## src/rtl/wl_fetch_driver.sv

```systemverilog
// rtl/wl_fetch_driver.sv - instruction-fetch transmitter driving store words onto the write lines
// Walks Z through a loadable fixed-memory image, one word per MCT, strobing nisq for SQ.
module wl_fetch_driver #(
  parameter logic [11:0] ORIGIN = 12'o4000,
  parameter int          AW     = 6
) (
  input  logic          clock,
  input  logic          rst_n,
  input  logic          gojam,
  input  logic          stop,
  input  logic          t01,
  input  logic          t12,
  input  logic          wt_n,
  input  logic          ld_en,
  input  logic [AW-1:0] ld_addr,
  input  logic [15:0]   ld_data,
  output logic [15:0]   wl,
  output logic [15:0]   wl_n,
  output logic          nisq,
  output logic [11:0]   z,
  output logic          par_alm
);

  typedef enum logic [1:0] {IDLE, READ, WAIT, HALT} state_t;

  state_t        state;
  logic [15:0]   mem [2**AW];
  logic [15:0]   g;
  logic          t01_q;
  logic          t12_q;
  logic          adv;
  logic          t01_re;
  logic          t12_fe;
  logic [AW-1:0] index;

  assign t01_re = t01 & ~t01_q;
  assign t12_fe = t12_q & ~t12;
  // Z outside the image aliases back into it through the truncated offset.
  assign index  = AW'(z - ORIGIN);

  // No reset: the image survives gojam and is undefined at power-up.
  always_ff @(posedge clock) begin
    if (ld_en) mem[ld_addr] <= ld_data;
  end

  always_ff @(posedge clock or negedge rst_n) begin
    if (!rst_n) begin
      state   <= IDLE;
      z       <= ORIGIN;
      nisq    <= 1'b0;
      g       <= 16'h0000;
      par_alm <= 1'b0;
      adv     <= 1'b0;
      t01_q   <= 1'b0;
      t12_q   <= 1'b0;
    end else begin
      t01_q <= t01;
      t12_q <= t12;
      if (gojam) begin
        state   <= IDLE;
        z       <= ORIGIN;
        nisq    <= 1'b0;
        g       <= 16'h0000;
        par_alm <= 1'b0;
        adv     <= 1'b0;
      end else begin
        case (state)
          IDLE: begin
            if (t01_re && !stop) state <= READ;
          end
          READ: begin
            g    <= mem[index];
            if (~^mem[index]) par_alm <= 1'b1;
            nisq  <= 1'b1;
            state <= WAIT;
          end
          WAIT: begin
            if (t12_fe) begin
              z    <= z + 12'd1;
              nisq <= 1'b0;
            end
            // t12 falling and t01 rising normally land on the same edge; treat that as back-to-back.
            if (t01_re && (adv || t12_fe)) begin
              adv   <= 1'b0;
              state <= stop ? HALT : READ;
            end else if (t12_fe) begin
              adv <= 1'b1;
            end
          end
          HALT: begin
            nisq <= 1'b0;
            if (t01_re && !stop) state <= READ;
          end
          default: state <= IDLE;
        endcase
      end
    end
  end

  assign wl   = g & {16{t12 & ~wt_n & (state == WAIT)}};
  assign wl_n = ~wl;

endmodule
```

## config.mk

```make
export PLATFORM = sky130hd
export DESIGN_NAME = wl_fetch_driver
export DESIGN_NICKNAME = d
export VERILOG_FILES = /design/src/rtl/wl_fetch_driver.sv
export SDC_FILE = /design/constraint.sdc
export NUM_CORES = 1
export LEC_CHECK = 0
export ABC_AREA = 1
export CAP_MARGIN = 20
export CORE_AREA = 5 5 276 278
export DETAILED_ROUTE_END_ITERATION = 7
export DIE_AREA = 0 0 281 283
export PLACE_DENSITY_LB_ADDON = 0.12
export SETUP_SLACK_MARGIN = 0.3
export SLEW_MARGIN = 20
export SYNTH_ARGS = -nofsm -noshare
export SYNTH_HDL_FRONTEND = slang
export SYNTH_SLANG_ARGS = --single-unit
export TNS_END_PERCENT = 1
```

## constraint.sdc

```tcl
create_clock -name clock -period 3.1 [get_ports clock]
set_input_delay 0.62 -clock clock [delete_from_list [all_inputs] [get_ports clock]]
set_output_delay 0.62 -clock clock [all_outputs]
set_load 0.02 [all_outputs]
```

==> results.cfg, run 1 <==
[run_status]
status = finished clean

[sta]
finalCritPeriodShare = 0.937
fin_hold_ws_ns = 0.0395
rsz0062_at_grt = true
relSlewSlack = 0.317
layout_min_cycle_time_ns = 2.90
setup_slack_ns = 0.195
hold_viol = 0
fin_setup_tns_ns = 0
drv_slew = 0
tightestPinTransition_ns = 1.02
setup_viol = 0
max_freq_ghz = 0.344
skew_ns = 0.0252

[setup_path]
crit_path_top_delay_cell = dfrtp_4
cp.arrival_ns = 3.46
path_class = reg -> reg
crit_fanout = 30
crit_top_cell = nand2_1
cp_data_required_time_ns = 3.66
path_cells = nor2_4, buf_12, a21oi_1, nand3_1, nand3_1, nand2_1, nand2_1, nand2_1, nand2_1, nand2_1, nand3_1, nand2_1, nand2_1, nand2_1, nand2_1, nand3_1, nand2_1
critPathMaxStageDelay_ns = 0.56
critPathCaptureType = flop
cp-start-kind = flop

[logic_synthesis]
yosysTopAreaCellShare = 0.707
synthXorXnorAreaFrac = 0
synth_cell_type_count = 28
yosysWarnings = 0
syn_area_per_cell_um2 = 11.3
synth_compound_area_frac = 0.0204
synth.largest_area_cell = edfxtp_1
ys_ff_latch = 1059
synthCells = 3840
synth_top_family_by_area = simple AND/OR/NAND/NOR gates
synthesis.area_mm2 = 0.0435
synthTopCellsByArea = edfxtp_1 (71%), nand2_1 (14%), nand3_1 (7.1%)
seq_area_frac_synth = 0.727
synth_nets = 3874
synth-simple-area-share = 0.219
muxShareOfSynthArea = 0
synthAdderAreaFrac = 0.00115

[global_routing]
overflow = 0
grt_pass1_wl_mm = 176
grtUsageTotal = 0.295
grt_start_max_net_pins = 71
grt_pass1_vias = 27800
antenna_found_initial = 2

[cells_and_area]
diodes = 0
mostFrequentLayoutCell = nand2_1
post-route-cell-area_mm2 = 0.0507
stdcell_count = 5076
final_util = 0.688
most-common-layout-cells = nand2_1 (1577), edfxtp_1 (1024), nand3_1 (561), buf_4 (146), a21oi_1 (136)
final_nets = 4061
syn_to_final_growth_pct = 16.6
final_layout_size_suffix_gt1_frac = 0.123

[power_and_ir_drop]
vdd_drop_max_v = 0.000517
p_per_area_mw_per_mm2 = 778
p_leak_nw = 19.1
combPwrFrac = 0.276
p_sw_frac = 0.321
pwr-share-seq = 0.406
pwr-share-clk = 0.318
p_int_mw = 26.8
switching_power_mw = 12.7
total_power_mw = 39.5

[drt]
post-route-drc-count = 0
wire_per_inst_um = 24.1
wl_mm = 122
firstDrtPassIters = 8
drt_iter0_markers = 3844
num_vias = 29900
antenna_left = 0
via_per_inst = 5.89

[clock_tree]
clk_pin_slew_ns = 0.07
cts-root-buf = clkbuf_16
cts_tree = built
cts_sinks = 1059
cts.htree.levels = 3
clockBufferDepth = 3
cts_made_buffers = 105
clk_latency_ns = 0.67

[placement]
port_buffers = 75
dp_hpwl_mm = 68.9
placed_cell_area_mm2 = 0.0463
dp_slack_ns = 0.0614
dp.cells = 4860
gp_congestion = 0.949

[job]
cap_violations = 0

[hold_path]
hold_class = in -> async

[floorplan]
coreArea_mm2 = 0.0737
rows = 100
ios = 76
die_h_um = 283
die_w_um = 281
initial_utilization = 0.590
die_area_mm2 = 0.0795
## per-layer routing
metal | global-route usage | vias up | wire length (µm)
met5 | 0 | - | 20
met4 | 0.113 | 2 | 5130
li1 | - | 13700 | -
met3 | 0.0466 | 279 | 12200
met2 | 0.468 | 1571 | 58100
met1 | 0.417 | 14400 | 46700
## cells in the mapped netlist (all sizes together)
library cell / n
nand2: 1580
edfxtp: 1024
nand3: 621
buf: 184
a21oi: 137
nor2: 98
inv: 67
clkbuf: 34
dfrtp: 34
o22ai: 17
o21ai: 13
nand4: 10
nor4: 8
ha: 4
nor3: 2
o31ai: 2
a21o: 1
clkinv: 1
dfstp: 1
nor3b: 1
o311ai: 1
## state kept, by name, indices dropped and copies added (netlist names)
signal   count
t01_q        1
t12_q        1
mem       1024
state        2
nisq         1
g           16
adv          1
par_alm      1
z           12
## final timing paths
check	from	cells after the start	endpoint	slack, ns
hold / removal	rst_n	1	state[1]	0.04
max in group asynchronous	rst_n	1	z[0]	2.45
setup / recovery	z[1]	17	par_alm	0.20
hold reg to reg	nisq	2	nisq	0.49
min in group clock	t01	1	t01_q	0.43
setup reg to reg	z[1]	17	par_alm	0.20
## power by group through the flow
stage	Sequential, mW	Clock, mW	Combinational [mW]
final	16.0	12.6	10.9
after global routing	16.0	13.3	11.7
after CTS	16.0	12.7	9.78
after detailed placement	16.3	0	9.56
after global placement	16.3	0	9.43
after floorplan	16.3	0	6.12
## final cells by class
type,count,area (µm²)
Sequential cell,1059,31600
Fill cell,5270,23000
Multi-Input combinational cell,2495,11000
Timing Repair Buffer,294,3180
Clock buffer,137,2810
Tap cell,969,1210
Clock inverter,50,559
Inverter,68,294
Timing Repair inverter,4,55.1
## worst max-delay path, delay by kind of cell (launching register included)
family | cells | cell delay (ns)
AND/OR/NAND/NOR | 15 | 1.82
flip-flops | 1 | 0.56
AO/OA/AOI/OAI | 1 | 0.10
buffers and inverters | 1 | 0.26
## what timing repair did
action,4_1_cts,5_1_grt
setup buffers,5,8
cloned,2,14
hold buffers,0,0
resized for setup,128,120
endpoints found under the setup margin,35,36
pin swaps,1,6
## cell families (layout without fill, tap and decap cells)
group	Yosys count	count (layout)
and+or+nand+nor	2320	2320
DFF	1059	1059
buffers and inverters	286	553
AOI/OAI and AO/OA	171	171
adders and majority gates	4	4
(Power assumes the default switching activity.)
==> inputs of run 2 (changes only) <==
==> constraint.sdc (replaced) <==
create_clock -name clock -period 3.1 [get_ports clock]
set_input_delay 0.465 -clock clock [delete_from_list [all_inputs] [get_ports clock]]
set_output_delay 0.465 -clock clock [all_outputs]
set_load 0.02 [all_outputs]
==> run 2 against run 1 <==
Count of clock-buffer cells in the layout decreased by 7; critical path depth is 2 higher; largest cell class unchanged; worst hold slack better by 0.24 ns; largest power group unchanged; utilization is 0.24 points lower; fmax increased by 0.14%; clock power about the same; design area shrank 0.35%.
==> results.cfg, run 2 (same netlist as run 1, synthesis figures left out) <==
[run_status]
status = finished clean

[drt]
antenna_left = 0
via_per_inst = 5.94
num_vias = 30200
firstDrtPassIters = 6
drt_iter0_markers = 4224
wl_mm = 125
post-route-drc-count = 0
wire_per_inst_um = 24.6

[setup_path]
cp-start-kind = flop
r2r_slack_ns = 0.20
path_class = reg -> reg
critPathLaunch = z[0]
r2r_start = z[0]
critPathCaptureType = flop
crit_fanout = 13
cp_data_required_time_ns = 3.65
cp-endpoint = par_alm
cp.arrival_ns = 3.45
rr_worst_depth = 19
reg2reg_to = par_alm

[floorplan]
coreArea_mm2 = 0.0737
die_w_um = 281
die_h_um = 283
initial_utilization = 0.590
die_area_mm2 = 0.0795
ios = 76
rows = 100

[sta]
fin_setup_tns_ns = 0
tightestPinTransition_ns = 1.12
max_freq_ghz = 0.345
relSlewSlack = 0.252
layout_min_cycle_time_ns = 2.90
rsz0062_at_grt = true
hold_viol = 0
drv_slew = 0
finalCritPeriodShare = 0.936
fin_hold_ws_ns = 0.275
setup_viol = 0
skew_ns = 0.0238

[placement]
gp_congestion = 0.948
dp_hpwl_mm = 71.5
port_buffers = 75
dp.cells = 4866

[power_and_ir_drop]
switching_power_mw = 12.7
pwr-share-seq = 0.408
p_sw_frac = 0.323
p_int_mw = 26.6
vdd_drop_max_v = 0.000530
pwr-share-clk = 0.320
p_leak_nw = 19.1
p_per_area_mw_per_mm2 = 778
combPwrFrac = 0.272
total_power_mw = 39.3

[global_routing]
grt_start_max_net_pins = 75
grt_pass1_wl_mm = 180
grt_pass1_vias = 28100
overflow = 0
antenna_found_initial = 0
grtUsageTotal = 0.302

[cells_and_area]
most-common-layout-cells = nand2_1 (1576), edfxtp_1 (1024), nand3_1 (570), buf_4 (161), a21oi_1 (134)
n_fill_cell = 5332
final_layout_size_suffix_gt1_frac = 0.121
largest_register = mem
largest_reg_flops = 1024
stdcell_count = 5087
top_regs = mem x1024, g x16, z x12
final_nets = 4065
mostFrequentLayoutCell = nand2_1
syn_to_final_growth_pct = 16.2

[clock_tree]
cts.htree.levels = 3
clk_pin_slew_ns = 0.06
clockBufferDepth = 3
cts_tree = built
cts_made_buffers = 104
cts_sinks = 1059
clk_latency_ns = 0.68
cts-root-buf = clkbuf_16

[hold_path]
hold_class = in -> reg

[job]
cap_violations = 0
[run 2: cell types whose count changed in the layout (fill, tap and decap cells not counted), sizes merged, moves of 6 or more]
cell           previous run  this run
buf                     240       230
clkdlybuf4s15            11         1
dlygate4sd2               4        17
clkinv                   36        48
clkbuf                  150       156
[run 2: critical path: stages (launching register included)]
cell and delay [ns]:
dfrtp_4 0.58, buf_12 0.19, buf_12 0.16, clkbuf_16 0.18
nand2_1 0.06, nand2_1 0.05, a21oi_1 0.26, nand3_2 0.23
nand3_1 0.20, nand3_1 0.11, nand2_1 0.14, nand2_1 0.06
nand2_1 0.12, nand2_1 0.07, nand2_1 0.08, nand2_1 0.05
nand2_1 0.06, nand2_1 0.05, nand3_1 0.07, nand2_1 0.05
[run 2: worst min path at each step]
stage,cells after the start,slack (ns),endpoint,startpoint
3_5_place_dp,2,0.48,nisq,nisq
5_1_grt,1,0.27,t01_q,t01
6_report,1,0.27,t12_q,t12
4_1_cts,1,0.25,t12_q,t12
3_3_place_gp,2,0.49,nisq,nisq
2_1_floorplan,0,0.17,adv,rst_n
[run 2: timing repair]
| action | 4_1_cts | 5_1_grt |
|---|---|---|
| setup buffers | 0 | 13 |
| cloned | 0 | 14 |
| resized for setup | 37 | 123 |
| hold buffers | 1 | 0 |
| endpoints found under the hold margin | 34 | 0 |
| endpoints found under the setup margin | 34 | 34 |
| pin swaps | 0 | 3 |
[run 2: power groups by stage]
stage / sequential, mW / combinational [mW] / clock, mW
floorplan: 16.3 / 6.12 / 0
global placement: 16.3 / 9.46 / 0
detailed placement: 16.3 / 9.57 / 0
CTS: 16.0 / 9.62 / 12.7
global route: 16.1 / 11.6 / 13.3
finish: 16.1 / 10.7 / 12.6
[run 2: layout make-up]
type | instances | area, µm² | area share
Antenna cell | 1 | 2.50 | 0.0000495
Clock buffer | 130 | 2750 | 0.0545
Timing Repair Buffer | 300 | 3120 | 0.0617
Inverter | 68 | 289 | 0.00572
Timing Repair inverter | 3 | 27.5 | 0.000545
Sequential cell | 1059 | 31600 | 0.626
Multi-Input combinational cell | 2495 | 10900 | 0.215
Tap cell | 969 | 1210 | 0.0240
Clock inverter | 62 | 629 | 0.0125
[run 2: routing by layer]
metal / global-route usage / vias to the layer above / part of all wire
li1: - / 13700 / -
met1: 0.429 / 14700 / 0.39
met2: 0.472 / 1518 / 0.48
met3: 0.0504 / 263 / 0.094
met4: 0.123 / 0 / 0.040
met5: 0 / - / 0
[run 2: metrics by stage]
stage / util / worst slack [ns] / instance area (µm²)
final: 0.686 / 0.199 / 50500
after floorplan: - / 0.0809 / 43500
after global placement: 0.629 / 0.191 / 46300
after global routing: 0.686 / 0.101 / 50500
after CTS: 0.674 / 0.193 / 49700
after detailed placement: 0.629 / 0.187 / 46300
